==> config.mk <==
export PLATFORM = sky130hd
export DESIGN_NAME = serial_subtractor_8bit_flat
export DESIGN_NICKNAME = d
export VERILOG_FILES = /design/src/rtl/serial_subtractor_8bit_pkg.sv /design/src/rtl/serial_subtractor_8bit_if.sv /design/src/rtl/serial_subtractor_8bit_full_subtractor.sv /design/src/rtl/serial_subtractor_8bit.sv /design/src/flat_wrapper.sv
export SDC_FILE = /design/constraint.sdc
export NUM_CORES = 1
export LEC_CHECK = 0
export ABC_AREA = 0
export CAP_MARGIN = 20
export CORE_MARGIN = 2
export CORE_UTILIZATION = 35
export CTS_CLUSTER_DIAMETER = 60
export DETAILED_ROUTE_END_ITERATION = 16
export REMOVE_ABC_BUFFERS = 1
export SKIP_CTS_REPAIR_TIMING = 1
export SYNTH_ARGS = -nofsm -noshare
export SYNTH_HDL_FRONTEND = slang
export SYNTH_SLANG_ARGS = --single-unit
==> constraint.sdc <==
create_clock -name clk -period 2.3 [get_ports clk]
set_clock_uncertainty 0.1 [all_clocks]
set_input_delay 0.345 -clock clk [delete_from_list [all_inputs] [get_ports clk]]
set_output_delay 0.345 -clock clk [all_outputs]
set_load 0.02 [all_outputs]
==> src/rtl/serial_subtractor_8bit_pkg.sv <==
// Shared constants for the bit-serial subtractor: FSM encoding and default width.
package serial_subtractor_8bit_pkg;

  localparam int unsigned WIDTH_DEF = 8;

  localparam logic [1:0] IDLE  = 2'd0;
  localparam logic [1:0] SHIFT = 2'd1;
  localparam logic [1:0] DONE  = 2'd2;

endpackage

==> src/rtl/serial_subtractor_8bit_if.sv <==
// Request/result bundle between the ALU subtract path (master) and the serial subtractor (slave).
interface serial_subtractor_8bit_if
  import serial_subtractor_8bit_pkg::*;
#(
  parameter int unsigned WIDTH = WIDTH_DEF
);

  logic             start;
  logic [WIDTH-1:0] a;
  logic [WIDTH-1:0] b;
  logic             bin;
  logic             busy;
  logic             done;
  logic [WIDTH-1:0] d;
  logic             bout;
  logic             zero;
  logic             ovf;

  modport master (
    output start, a, b, bin,
    input  busy, done, d, bout, zero, ovf
  );

  modport slave (
    input  start, a, b, bin,
    output busy, done, d, bout, zero, ovf
  );

endinterface

==> src/rtl/serial_subtractor_8bit_full_subtractor.sv <==
// One-bit full subtractor: diff = x - y - bin, bout set when the bit borrows.
module full_subtractor (
  output logic diff,
  output logic bout,
  input  logic x,
  input  logic y,
  input  logic bin
);

  always_comb begin
    diff = x ^ y ^ bin;
    bout = (~x & y) | (~(x ^ y) & bin);
  end

endmodule

==> src/rtl/serial_subtractor_8bit.sv <==
// Bit-serial D = A - B - Bin, LSB first, one full-subtractor cell with a registered borrow.
module serial_subtractor_8bit
  import serial_subtractor_8bit_pkg::*;
#(
  parameter int unsigned WIDTH = WIDTH_DEF
) (
  input  logic                     clk,
  input  logic                     rst,
  serial_subtractor_8bit_if.slave  bus
);

  localparam int unsigned CNT_W = $clog2(WIDTH) + 1;

  logic [1:0]       state_q, state_d;
  logic [WIDTH-1:0] a_sh_q, a_sh_d;
  logic [WIDTH-1:0] b_sh_q, b_sh_d;
  logic [WIDTH-1:0] r_sh_q, r_sh_d;
  logic             brw_q, brw_d;
  logic [CNT_W-1:0] cnt_q, cnt_d;
  logic             a_msb_q, a_msb_d;
  logic             b_msb_q, b_msb_d;
  logic             busy_q, busy_d;
  logic             done_q, done_d;
  logic [WIDTH-1:0] d_q, d_d;
  logic             bout_q, bout_d;
  logic             zero_q, zero_d;
  logic             ovf_q, ovf_d;

  logic diff_c;
  logic bout_c;

  full_subtractor u_fs (
    .diff (diff_c),
    .bout (bout_c),
    .x    (a_sh_q[0]),
    .y    (b_sh_q[0]),
    .bin  (brw_q)
  );

  // Next-state, datapath and result flags
  always_comb begin
    state_d = state_q;
    a_sh_d  = a_sh_q;
    b_sh_d  = b_sh_q;
    r_sh_d  = r_sh_q;
    brw_d   = brw_q;
    cnt_d   = cnt_q;
    a_msb_d = a_msb_q;
    b_msb_d = b_msb_q;
    busy_d  = busy_q;
    done_d  = 1'b0;
    d_d     = d_q;
    bout_d  = bout_q;
    zero_d  = zero_q;
    ovf_d   = ovf_q;

    case (state_q)
      IDLE: begin
        if (bus.start) begin
          a_sh_d  = bus.a;
          b_sh_d  = bus.b;
          r_sh_d  = '0;
          brw_d   = bus.bin;
          cnt_d   = '0;
          a_msb_d = bus.a[WIDTH-1];
          b_msb_d = bus.b[WIDTH-1];
          busy_d  = 1'b1;
          state_d = SHIFT;
        end
      end

      SHIFT: begin
        a_sh_d = a_sh_q >> 1;
        b_sh_d = b_sh_q >> 1;
        r_sh_d = {diff_c, r_sh_q[WIDTH-1:1]};
        brw_d  = bout_c;
        cnt_d  = cnt_q + CNT_W'(1);
        // Last bit: publish the result and flags in the same edge
        if (cnt_q == CNT_W'(WIDTH - 1)) begin
          state_d = DONE;
          done_d  = 1'b1;
          d_d     = r_sh_d;
          bout_d  = bout_c;
          zero_d  = (r_sh_d == '0);
          ovf_d   = (a_msb_q != b_msb_q) & (r_sh_d[WIDTH-1] != a_msb_q);
        end
      end

      DONE: begin
        busy_d  = 1'b0;
        state_d = IDLE;
      end

      default: begin
        busy_d  = 1'b0;
        state_d = IDLE;
      end
    endcase
  end

  always_ff @(posedge clk or posedge rst) begin
    if (rst) begin
      state_q <= IDLE;
      a_sh_q  <= '0;
      b_sh_q  <= '0;
      r_sh_q  <= '0;
      brw_q   <= 1'b0;
      cnt_q   <= '0;
      a_msb_q <= 1'b0;
      b_msb_q <= 1'b0;
      busy_q  <= 1'b0;
      done_q  <= 1'b0;
      d_q     <= '0;
      bout_q  <= 1'b0;
      zero_q  <= 1'b0;
      ovf_q   <= 1'b0;
    end else begin
      state_q <= state_d;
      a_sh_q  <= a_sh_d;
      b_sh_q  <= b_sh_d;
      r_sh_q  <= r_sh_d;
      brw_q   <= brw_d;
      cnt_q   <= cnt_d;
      a_msb_q <= a_msb_d;
      b_msb_q <= b_msb_d;
      busy_q  <= busy_d;
      done_q  <= done_d;
      d_q     <= d_d;
      bout_q  <= bout_d;
      zero_q  <= zero_d;
      ovf_q   <= ovf_d;
    end
  end

  assign bus.busy = busy_q;
  assign bus.done = done_q;
  assign bus.d    = d_q;
  assign bus.bout = bout_q;
  assign bus.zero = zero_q;
  assign bus.ovf  = ovf_q;

endmodule
==> src/flat_wrapper.sv <==
// flat-port wrapper written by rule: the top's interface ports become plain ports
module serial_subtractor_8bit_flat import serial_subtractor_8bit_pkg::*;
#(
  parameter int unsigned WIDTH = WIDTH_DEF
)
  (clk, rst, bus_start, bus_a, bus_b, bus_bin, bus_busy, bus_done, bus_d, bus_bout, bus_zero, bus_ovf);
  serial_subtractor_8bit_if #(.WIDTH(WIDTH)) bus_i ();
  input  logic clk;
  input  logic rst;
  input wire logic [$bits(bus_i.start)-1:0] bus_start;
  input wire logic [$bits(bus_i.a)-1:0] bus_a;
  input wire logic [$bits(bus_i.b)-1:0] bus_b;
  input wire logic [$bits(bus_i.bin)-1:0] bus_bin;
  output wire logic [$bits(bus_i.busy)-1:0] bus_busy;
  output wire logic [$bits(bus_i.done)-1:0] bus_done;
  output wire logic [$bits(bus_i.d)-1:0] bus_d;
  output wire logic [$bits(bus_i.bout)-1:0] bus_bout;
  output wire logic [$bits(bus_i.zero)-1:0] bus_zero;
  output wire logic [$bits(bus_i.ovf)-1:0] bus_ovf;
  assign bus_i.start = bus_start;
  assign bus_i.a = bus_a;
  assign bus_i.b = bus_b;
  assign bus_i.bin = bus_bin;
  assign bus_busy = bus_i.busy;
  assign bus_done = bus_i.done;
  assign bus_d = bus_i.d;
  assign bus_bout = bus_i.bout;
  assign bus_zero = bus_i.zero;
  assign bus_ovf = bus_i.ovf;
  serial_subtractor_8bit #(.WIDTH(WIDTH)) u_core (.clk(clk), .rst(rst), .bus(bus_i));
endmodule
# Yosys cells after proc, flatten, opt, wreduce, memory -nomap -nowiden
# Index checks and enable logic that the tools add are counted.
totals:
  regBits: 46
  latch_bits: 0
  mem_bits_rw: 0
  romBits: 0
  in_bits: 20
  output_inout_bits: 13
  wordCells: 55
  n_memories: 0
classes:
  n_addsub: 1
  multipliers: 0
  div_mod_pow: 0
  n_lt_le_gt_ge: 0
  n_eq_ne: 6
  shift: 0
  muxes: 17
  n_bitwise: 9
  reduce_logical: 8
ops:
  columns: ["op", "count"]
  rows:
  - ["one-hot mux 8 bit (2 select lines)", 3]
  - ["two-way mux 8 bit", 3]
  - ["AND reduction 2 bit", 5]
  - ["logical NOT 8 bit", 1]
  - ["one-hot mux 4 bit (2 select lines)", 1]
  - ["adder 4 x 1 -> 4 bit, second input constant", 1]
  - ["== test 4 x 3 -> 1 bit, second input constant", 1]
  - ["two-way mux 1 bit", 4]
  - ["two-way mux 2 bit", 2]
  - ["two-way mux 4 bit", 1]
  - ["one-hot mux 1 bit (2 select lines)", 2]
  - ["one-hot mux 2 bit (2 select lines)", 1]
  - ["bitwise AND 1 bit", 3]
  - ["inverter 1 bit", 3]
  - ["== test 2 x 1 -> 1 bit, second input constant", 1]
  - ["logical NOT 2 bit", 1]
  - ["!= test 1 bit", 2]
  - ["!= test 2 x 1 -> 1 bit, second input constant", 1]
  - ["!= test 2 bit, second input constant", 1]
  - ["nonzero test 2 bit", 1]
  - ["XOR 1 bit", 2]
  - ["OR 1 bit", 1]

# Logic depth before layout (Yosys ltp)
# Gate-level depths: netlist (run 1).
logic_depth:
  ltp_word: 5
  ltp_mapped: 5
  mapped_depth_nobuf: 5

# Modules after synthesis
# Synthesis (run 1) repeated with hierarchy kept, for this count alone.
hier_totals:
  hier_cells: 180
  area_unflattened_um2: 2018.2
by_module_without_submodules:
  columns: ["module", "instances", "cells_each", "area_per_inst_um2", "seq_area_each_um2"]
  rows:
  - ["serial_subtractor_8bit", 1, 176, 1986.9, 1126.1]
  - ["full_subtractor", 1, 4, 31.3, 0.0]

# Worst setup path before layout (run 1)
# No wires, ideal clock.
synth_timing:
  kind: "register to register"
  from: "register u_core.a_sh_q[0]"
  to: "register u_core.zero_q, in the netlist u_core.bus.zero"
  setup_ps: 79
  arrival_ps: 1368
  required_time_ps: 2121
  slack_ps: 753
  stages_incl_launch_ff: 5
  n_path_buf: 0
  period_less_slack_ps: 1547
  path_cell_list: "dfrtp_1 fa_1 nor4_1 nand2_1 mux2i_1"
synth_between:
  elab_chain_cells: 3
synth_rtl:
  columns: ["item", "line_no", "text"]
  rows:
  - ["start: declaration", "serial_subtractor_8bit.sv:15", "logic [WIDTH-1:0] a_sh_q, a_sh_d;"]
  - ["start signal: assignment", "serial_subtractor_8bit.sv:119", "a_sh_q <= a_sh_d;"]
  - ["XOR 1 bit (2 in series)", "serial_subtractor_8bit_full_subtractor.sv:11", "diff = x ^ y ^ bin;"]
  - ["named net u_core.diff_c", "serial_subtractor_8bit.sv:29", "logic diff_c;"]
  - ["logical NOT 8 bit", "serial_subtractor_8bit.sv:84", "zero_d = (r_sh_d == '0);"]
  - ["end signal: assignment", "serial_subtractor_8bit.sv:130", "zero_q <= zero_d;"]
  - ["end: declaration", "serial_subtractor_8bit.sv:26", "logic zero_q, zero_d;"]
# The timed path passes the listed nets, and every way through them passes these cells.
# A chain may end at the register's enable or synchronous reset.

# Worst setup path in the final report (run 1)
layout_timing:
  from: "register u_core.cnt_q[0]"
  to: "register u_core.ovf_q, in the netlist u_core.bus.ovf"
layout_between:
  elab_chain_cells: 2
layout_rtl:
  columns: ["item", "line_no", "text"]
  rows:
  - ["start: declaration", "serial_subtractor_8bit.sv:19", "logic [CNT_W-1:0] cnt_q, cnt_d;"]
  - ["start signal: assignment", "serial_subtractor_8bit.sv:123", "cnt_q <= cnt_d;"]
  - ["== test 4 x 3 -> 1 bit", "serial_subtractor_8bit.sv:79", "if (cnt_q == CNT_W'(WIDTH - 1)) begin"]
  - ["AND reduction 2 bit (no source line)", null, null]
  - ["end signal: assignment", "serial_subtractor_8bit.sv:131", "ovf_q <= ovf_d;"]
  - ["end: declaration", "serial_subtractor_8bit.sv:27", "logic ovf_q, ovf_d;"]
# Every way passes these cells.

==> flow_metrics.env, run 1 <==
export IMPL_seq_power_share_pct=44.0
export IMPL_finalMaxSlewViolations=0
export IMPL_final_setup_viol_count=0
export IMPL_arrival_ns=1.88
export IMPL_switching_share_pct=37.3
export IMPL_synth_area_um2=1940
export IMPL_rsz0062_at_grt="no"
export IMPL_worst_slack_ns=0.496
export IMPL_synth_seq_area_share_pct=58.2
export IMPL_crit_chain="ha_1 > nand2_1 > nor3_4 > mux2_2"
export IMPL_clock_sinks=45
export IMPL_viasPerCell=4.72
export IMPL_grt_pass1_vias=1240
export IMPL_avgSynthCellArea_um2=11.0
export IMPL_ys_ff_latch=45
export IMPL_drcViolationCount=0
export IMPL_htree_num_levels=2
export IMPL_cts_buffer_depth=2
export IMPL_timing_rr_start="u_core.cnt_q[0]"
export IMPL_cpMaxStageDelayCell="nor3_4"
export IMPL_p_int_mw=1.98
export IMPL_fp_coreArea_um2=5440
export IMPL_min_period_ns=1.80
export IMPL_fin_crit_sh_pct=78.4
export IMPL_antennaDiodeCount=0
export IMPL_die_h_um=78.4
export IMPL_cp_num_buf_inv=0
export IMPL_dpl_hpwl_um=2390
export IMPL_power_density_nw_per_um2=1320
export IMPL_portBuffers=32
export IMPL_clk_latency_ns=0.29
export IMPL_nets=231
export IMPL_cp_startpoint="u_core.cnt_q[0]"
export IMPL_clkPwrFrac_pct=14.9
export IMPL_start_util_pct=35.6
export IMPL_row_count=27
export IMPL_cp_required_ns=2.38
export IMPL_grt_pass1_wl_um=5750
export IMPL_endpoint_kind="register"
export IMPL_p_leak_nw=1.05
export IMPL_p_switching_mw=1.18
export IMPL_maxCapViolations=0
export IMPL_cts_buffers=5
export IMPL_ant_nets=0
export IMPL_timing_slew_headroom_pct=58.7
export IMPL_critPathMaxFanout=12
export IMPL_drt_wl_total_um=3490
export IMPL_vias=1331
export IMPL_fmax_ghz=0.554
export IMPL_synth_cell_types=29
export IMPL_grt_max_degree=31
export IMPL_cp_depth=4
export IMPL_hold_path_class="in -> async"
export IMPL_die_w_um=78.4
export IMPL_ys_warn_count=0
export IMPL_dr_pass1_iters=2
export IMPL_track_usage_pct=12.1
export IMPL_top_usage_layer="met2"
export IMPL_dpl_cell_count=274
export IMPL_finalHoldViolations=0
export IMPL_tightest_slew_ns=0.616
export IMPL_met2_usage_pct=19.0
export IMPL_holdWs_ns=0.266
export IMPL_status="completed"
export IMPL_path_class="reg -> reg"
export IMPL_rrSetupSlack_ns=0.50
export IMPL_setup_worst_path_start_class="register"
export IMPL_drive_gt1_share_pct=11.0
export IMPL_drt_iter0_markers=57
export IMPL_r2r_end="u_core.bus.ovf"
export IMPL_endpoint="u_core.bus.ovf"
export IMPL_r2r_cells=4
export IMPL_power_mw=3.16
export IMPL_cts_tree="yes"
export IMPL_dpl_cell_area_um2=2310
export IMPL_stdcell_count=282
export IMPL_dp_slack_ns=0.381
export IMPL_grt_overflow=0
export IMPL_finish_instance_area_um2=2390
export IMPL_p_comb_share_pct=41.1
export IMPL_fin_setup_tns_ns=0
export IMPL_cts_root_buffer="clkbuf_8"
export IMPL_routabilityCongestion=0.729
export IMPL_ir_drop_v=0.000449
export IMPL_slowest_delay_ns=0.48
export IMPL_clk_pin_slew_worst_paths_ns=0.08
export IMPL_grtUsageMet1_pct=15.7
export IMPL_die_area_um2=6140
export IMPL_antenna_found_initial=0
export IMPL_syn2layout_area_growth_pct=23.7
export IMPL_crit_family="simple AND/OR/NAND/NOR gates"
export IMPL_use_met3_pct=3.68
export IMPL_route_detailed_wl_per_inst_um=12.4
export IMPL_final_core_util_pct=44.0
export IMPL_ioPinCount=33
export IMPL_syn_inst=176
cell usage after synthesis:
cell | number | area share [%]
nor3b_1 | 2 | 0.78
nor3_1 | 1 | 0.26
nand3_1 | 8 | 2.1
mux2i_1 | 4 | 2.1
and2b_1 | 1 | 0.39
inv_1 | 8 | 1.6
dfrtp_1 | 45 | 58
a21oi_1 | 1 | 0.26
o21ai_0 | 4 | 1.0
a31oi_1 | 1 | 0.32
nand2_1 | 28 | 5.4
o21ba_2 | 1 | 0.52
o22ai_1 | 8 | 2.6
fa_1 | 1 | 1.0
mux2_2 | 2 | 1.2
o221ai_1 | 1 | 0.45
o22ai_2 | 7 | 4.5
ha_1 | 1 | 0.65
a21o_1 | 1 | 0.39
nor2_1 | 27 | 5.2
buf_4 | 2 | 0.78
nand2b_1 | 2 | 0.65
mux2_1 | 7 | 4.1
buf_2 | 4 | 1.0
nand4_1 | 1 | 0.32
buf_6 | 4 | 2.3
nor4_1 | 2 | 0.65
or3b_1 | 1 | 0.45
nor3_4 | 1 | 0.84
power groups by stage:
stage	registers [mW]	logic, mW	clock network (mW)
after floorplan	1.48	0.770	0
after global placement	1.40	1.30	0
after detailed placement	1.41	1.33	0
after CTS	1.39	1.33	0.493
after global routing	1.44	1.45	0.522
final	1.39	1.30	0.472
placed cells by master (no fill, tap or decap), types with 3 or more instances in the layout:
cell	Yosys	layout
o22ai_2	7	7
clkbuf_8	0	5
buf_4	2	3
nand2_1	28	28
clkdlybuf4s50_1	0	32
mux2i_1	4	4
o21ai_0	4	4
mux2_1	7	7
inv_1	8	7
o22ai_1	8	8
dfrtp_1	45	45
nand3_1	8	8
nor2_1	27	27
metal layers:
| layer | vias up | part of all wire [%] |
|---|---|---|
| li1 | 659 | - |
| met1 | 637 | 48 |
| met2 | 30 | 46 |
| met3 | 5 | 4.5 |
| met4 | 0 | 1.5 |
| met5 | - | 0 |
final cells by class:
| class | count | area, um^2 |
|---|---|---|
| sequential | 45 | 1130 |
| multi-input combinational | 113 | 699 |
| tap | 72 | 90.1 |
| inverter | 8 | 30.0 |
| clock buffer | 5 | 68.8 |
| fill | 540 | 3040 |
| timing repair buffer | 36 | 363 |
| clock inverter | 3 | 17.5 |
registers in the layout (all words and copies together), names as in the netlist:
| name | count |
|---|---|
| u_core.a_sh_q | 8 |
| u_core.b_sh_q | 8 |
| u_core.bus.d | 8 |
| u_core.r_sh_q | 7 |
| u_core.cnt_q | 4 |
| u_core.state_q | 2 |
| u_core.a_msb_q | 1 |
| u_core.b_msb_q | 1 |
| u_core.brw_q | 1 |
| u_core.bus.bout | 1 |
| u_core.bus.busy | 1 |
| u_core.bus.done | 1 |
| u_core.bus.ovf | 1 |
| u_core.bus.zero | 1 |
logic make-up (layout without fill, tap and decap cells):
family / after synthesis / in the layout / share of synthesized area (%)
buf+inv: 18 / 52 / 5.69
mux: 13 / 13 / 7.30
simple gates: 74 / 74 / 17.1
flops: 45 / 45 / 58.2
compound gates: 24 / 24 / 10.1
fa+ha+maj: 2 / 2 / 1.68
how the worst min path moves through the flow:
stage | end | slack [ns] | cells after the start
after global placement | u_core.bus.d[2] | 0.37 | 1
final | u_core.b_sh_q[4] | 0.27 | 2
after floorplan | u_core.bus.busy | 0.36 | 1
after CTS | u_core.state_q[1] | 0.28 | 2
after detailed placement | u_core.bus.d[5] | 0.38 | 1
after global routing | u_core.b_sh_q[4] | 0.30 | 2
No activity file was read; power rests on OpenSTA's default activity.
==> run 2: changes to the inputs <==
==> constraint.sdc (replaced) <==
create_clock -name clk -period 1.5 [get_ports clk]
set_clock_uncertainty 0.1 [all_clocks]
set_input_delay 0.225 -clock clk [delete_from_list [all_inputs] [get_ports clk]]
set_output_delay 0.225 -clock clk [all_outputs]
set_load 0.02 [all_outputs]
==> flow_metrics.env, run 2 (synthesized netlist as in run 1, its figures left out) <==
export IMPL_row_count=27
export IMPL_finalMaxSlewViolations=0
export IMPL_syn2layout_area_growth_pct=37.9
export IMPL_die_w_um=78.4
export IMPL_hold_path_class="in -> async"
export IMPL_grt_pass1_vias=1307
export IMPL_final_core_util_pct=49.1
export IMPL_cts_tree="yes"
export IMPL_drt_wl_total_um=3740
export IMPL_cp_startpoint="u_core.a_sh_q[0]"
export IMPL_final_common_cell="dfrtp_1"
export IMPL_p_leak_nw=1.31
export IMPL_cp_depth=4
export IMPL_ioPinCount=33
export IMPL_nets=244
export IMPL_routabilityCongestion=0.686
export IMPL_antennaDiodeCount=0
export IMPL_stdcell_count=295
export IMPL_ir_drop_v=0.000716
export IMPL_critPathMaxFanout=5
export IMPL_r2r_cells=4
export IMPL_maxCapViolations=0
export IMPL_worst_slack_ns=-0.112
export IMPL_cts_buffers=5
export IMPL_cp_num_buf_inv=0
export IMPL_status="complete, but fails checks"
export IMPL_timing_rr_start="u_core.a_sh_q[0]"
export IMPL_violations="setup timing"
export IMPL_ant_nets=0
export IMPL_cpMaxStageDelayCell="fa_2"
export IMPL_portBuffers=32
export IMPL_drive_gt1_share_pct=21.5
export IMPL_finalHoldViolations=0
export IMPL_vias=1375
export IMPL_arrival_ns=1.75
export IMPL_cp_required_ns=1.64
export IMPL_power_density_nw_per_um2=2070
export IMPL_tightest_slew_ns=0.249
export IMPL_timing_slew_headroom_pct=83.4
export IMPL_start_util_pct=35.6
export IMPL_antenna_found_initial=0
export IMPL_grt_overflow=0
export IMPL_dp_slack_ns=-0.216
export IMPL_dpl_cell_count=287
export IMPL_cts_root_buffer="clkbuf_8"
export IMPL_grt_pass1_wl_um=6150
export IMPL_die_area_um2=6140
export IMPL_drcViolationCount=0
export IMPL_drt_iter0_markers=82
export IMPL_htree_num_levels=2
export IMPL_final_setup_viol_count=1
export IMPL_viasPerCell=4.66
export IMPL_clk_pin_slew_worst_paths_ns=0.08
export IMPL_grt_max_degree=46
export IMPL_final_cell_mix="dfrtp_1, nand2_1, nor2_1, clkdlybuf4s50_1, dlymetal6s2s_1"
export IMPL_clk_latency_ns=0.29
export IMPL_slowest_delay_ns=0.64
export IMPL_rsz0062_at_grt="yes"
export IMPL_die_h_um=78.4
export IMPL_clock_sinks=45
export IMPL_fmax_ghz=0.620
export IMPL_endpoint_kind="register"
export IMPL_min_period_ns=1.61
export IMPL_track_usage_pct=13.0
export IMPL_route_detailed_wl_per_inst_um=12.7
export IMPL_cts_buffer_depth=2
export IMPL_path_class="reg -> reg"
export IMPL_crit_chain="fa_2 > nand2_1 > o22ai_2 > mux2_4"
export IMPL_dpl_hpwl_um=2360
export IMPL_fin_crit_sh_pct=107
export IMPL_power_mw=5.53
export IMPL_crit_family="adder cells"
export IMPL_dr_pass1_iters=4
export IMPL_setup_worst_path_start_class="register"
export IMPL_fp_coreArea_um2=5440
==> run 2: cell types whose count changed in the layout (fill, tap and decap cells not counted), moves of 2 or more <==
| cell | change |
|---|---|
| clkinv_2 | -2 |
| clkdlybuf4s50_1 | -13 |
| buf_4 | +9 |
| mux2_4 | +8 |
| mux2_2 | -2 |
| buf_12 | +3 |
| dlymetal6s2s_1 | +13 |
| mux2_1 | -6 |
==> run 2: worst paths after layout <==
| check | to | slack (ns) |
|---|---|---|
| hold reg to reg | u_core.bus.d[7] | 0.39 |
| hold / removal | u_core.bus.d[1] | 0.18 |
| min in group clk | u_core.bus.d[7] | 0.39 |
| setup reg to reg | u_core.bus.ovf | -0.11 |
| max in group asynchronous | u_core.bus.d[6] | 0.91 |
| setup / recovery | u_core.bus.ovf | -0.11 |
==> run 2: tightest hold or removal path, stage by stage <==
cell,delay [ns]
clkdlybuf4s50_1,0.41
clkinv_1,0.07
buf_12,0.24
==> run 2: through the flow <==
step	cell area, um^2	hold slack, ns	setup TNS [ns]
global placement	2440	0.367	-4.28
detailed placement	2440	0.375	-4.63
global route	2670	0.190	-0.545
finish	2670	0.178	-0.112
floorplan	1860	0.244	-8.80
CTS	2560	0.187	-1.46
==> run 2: layer usage <==
layer  GRT usage, %  part of all wire (%)  up-vias
met5              0                     0        -
met4           5.26                  0.61        0
met3           4.14                   5.1        2
met2           20.0                    46       36
met1           16.9                    49      653
li1               -                     -      684
==> run 2: cell type report <==
class	instances	area, um^2
sequential	45	1130
multi-input combinational	113	772
tap	72	90.1
fill	498	2770
timing repair buffer	49	534
inverter	8	30.0
clock buffer	7	86.3
clock inverter	1	30.0
==> run 2: power by group <==
| group | total [mW] | switching, mW | internal (mW) | leakage (nW) |
|---|---|---|---|---|
| sequential | 2.15 | 0.391 | 1.76 | 0.542 |
| combinational | 2.44 | 1.15 | 1.29 | 0.708 |
| clock | 0.935 | 0.392 | 0.543 | 0.0585 |
==> run 3: changes to the inputs <==
--- a/config.mk
+++ b/config.mk
@@ -6,11 +6,13 @@
 export NUM_CORES = 1
 export LEC_CHECK = 0
 export ABC_AREA = 0
-export CAP_MARGIN = 20
+export CELL_PAD_IN_SITES_DETAIL_PLACEMENT = 0
+export CELL_PAD_IN_SITES_GLOBAL_PLACEMENT = 1
 export CORE_MARGIN = 2
 export CORE_UTILIZATION = 35
 export CTS_CLUSTER_DIAMETER = 60
 export DETAILED_ROUTE_END_ITERATION = 16
+export PLACE_DENSITY_LB_ADDON = 0.1
 export REMOVE_ABC_BUFFERS = 1
 export SKIP_CTS_REPAIR_TIMING = 1
 export SYNTH_ARGS = -nofsm -noshare
==> flow_metrics.env, run 3 (synthesized netlist as in run 1, its figures left out) <==
export IMPL_dpl_cell_area_um2=2450
export IMPL_fin_setup_tns_ns=-0.158
export IMPL_fp_coreArea_um2=5440
export IMPL_final_common_cell="dfrtp_1"
export IMPL_finalHoldViolations=0
export IMPL_finish_instance_area_um2=2650
export IMPL_drcViolationCount=0
export IMPL_min_period_ns=1.58
export IMPL_ant_nets=0
export IMPL_power_density_nw_per_um2=2020
export IMPL_ioPinCount=33
export IMPL_multi_input_area_um2=774
export IMPL_hold_path_class="in -> async"
export IMPL_setup_worst_path_start_class="register"
export IMPL_row_count=27
export IMPL_timing_slew_headroom_pct=76.0
export IMPL_viasPerCell=4.71
export IMPL_dr_pass1_iters=4
export IMPL_grt_overflow=0
export IMPL_dpl_hpwl_um=2640
export IMPL_holdWs_ns=0.162
export IMPL_portBuffers=32
export IMPL_fill_cells=486
export IMPL_cts_buffers=5
export IMPL_grt_max_degree=46
export IMPL_status="complete, but fails checks"
export IMPL_final_setup_viol_count=2
export IMPL_syn2layout_area_growth_pct=36.9
export IMPL_finalMaxSlewViolations=0
export IMPL_grt_pass1_wl_um=6610
export IMPL_drt_wl_total_um=3860
export IMPL_antennaDiodeCount=0
export IMPL_rrSetupSlack_ns=-0.08
export IMPL_p_leak_nw=1.30
export IMPL_die_area_um2=6140
export IMPL_clk_latency_ns=0.30
export IMPL_arrival_ns=1.67
export IMPL_cts_buffer_depth=2
export IMPL_cp_required_ns=1.59
export IMPL_antenna_found_initial=0
export IMPL_grt_pass1_vias=1391
export IMPL_violations="setup timing"
export IMPL_start_util_pct=35.6
export IMPL_ir_drop_v=0.000732
export IMPL_drive_gt1_share_pct=24.4
export IMPL_timing_rr_start="u_core.a_sh_q[0]"
export IMPL_path_class="reg -> reg"
export IMPL_cp_startpoint="u_core.a_sh_q[0]"
export IMPL_vias=1398
export IMPL_endpoint_kind="register"
export IMPL_stdcell_count=297
export IMPL_r2r_cells=3
export IMPL_maxCapViolations=0
export IMPL_dpl_cell_count=289
export IMPL_routabilityCongestion=0.715
export IMPL_dp_slack_ns=-0.308
export IMPL_endpoint="u_core.bus.ovf"
export IMPL_r2r_end="u_core.bus.ovf"
export IMPL_fmax_ghz=0.633
export IMPL_final_cell_mix="dfrtp_1, nand2_1, nor2_1, clkdlybuf4s50_1, dlymetal6s2s_1"
export IMPL_critPathMaxFanout=5
export IMPL_clk_pin_slew_worst_paths_ns=0.08
export IMPL_track_usage_pct=13.9
export IMPL_die_w_um=78.4
export IMPL_htree_num_levels=2
export IMPL_ff_latch_area_um2=1130
export IMPL_cts_tree="yes"
export IMPL_route_detailed_wl_per_inst_um=13.0
export IMPL_die_h_um=78.4
export IMPL_nets=246
export IMPL_fin_crit_sh_pct=105
export IMPL_worst_slack_ns=-0.0806
export IMPL_drt_iter0_markers=74
export IMPL_rsz0062_at_grt="yes"
export IMPL_tightest_slew_ns=0.361
export IMPL_clock_sinks=45
export IMPL_cts_root_buffer="clkbuf_8"
## run 3: cell types whose count changed in the layout (fill, tap and decap cells not counted), moves of 2 or more
| cell | before | now |
|---|---|---|
| clkinv_2 | 0 | 2 |
| buf_6 | 1 | 3 |
| o22ai_2 | 8 | 11 |
| o22ai_1 | 7 | 4 |
## run 3: critical path, stage by stage (launching register included)
cell and delay, ns:
dfrtp_1 0.41, fa_2 0.64, o22ai_1 0.08, mux2_2 0.26
## run 3: worst min-delay path by stage
stage	from	slack [ns]	cells past startpoint	end
finish	rst	0.16	3	u_core.bus.done
global route	rst	0.20	3	u_core.bus.done
CTS	rst	0.16	3	u_core.bus.bout
detailed placement	u_core.bus.d[6]	0.38	1	u_core.bus.d[6]
global placement	u_core.bus.d[6]	0.37	1	u_core.bus.d[6]
floorplan	bus_a[7]	0.24	2	u_core.a_msb_q
## run 3: power breakdown
| part | total (mW) | switching, mW | internal (mW) |
|---|---|---|---|
| registers | 2.15 | 0.382 | 1.76 |
| logic | 2.50 | 1.17 | 1.33 |
| clock network | 0.713 | 0.390 | 0.323 |
| total | 5.35 | 1.94 | 3.41 |
## run 3: routing by layer
layer,vias to the layer above,part of all wire [%],track usage [%]
li1,686,-,-
met1,682,44,17.0
met2,24,50,23.2
met3,6,3.4,3.56
met4,0,2.0,6.32
met5,-,0,0
## run 3: final cells by class
class                      instances  area share [%]
clock buffer                       6            2.74
clock inverter                     2           0.378
inverter                           8            1.13
multi-input combinational        113            29.2
sequential                        45            42.5
tap                               72            3.40
timing repair buffer              51            20.6
## run 3: through the flow
step,power [mW],utilization (%)
global placement,4.43,45.0
global route,5.82,48.7
floorplan,3.45,-
CTS,5.24,46.5
detailed placement,4.50,45.0
finish,5.35,48.7
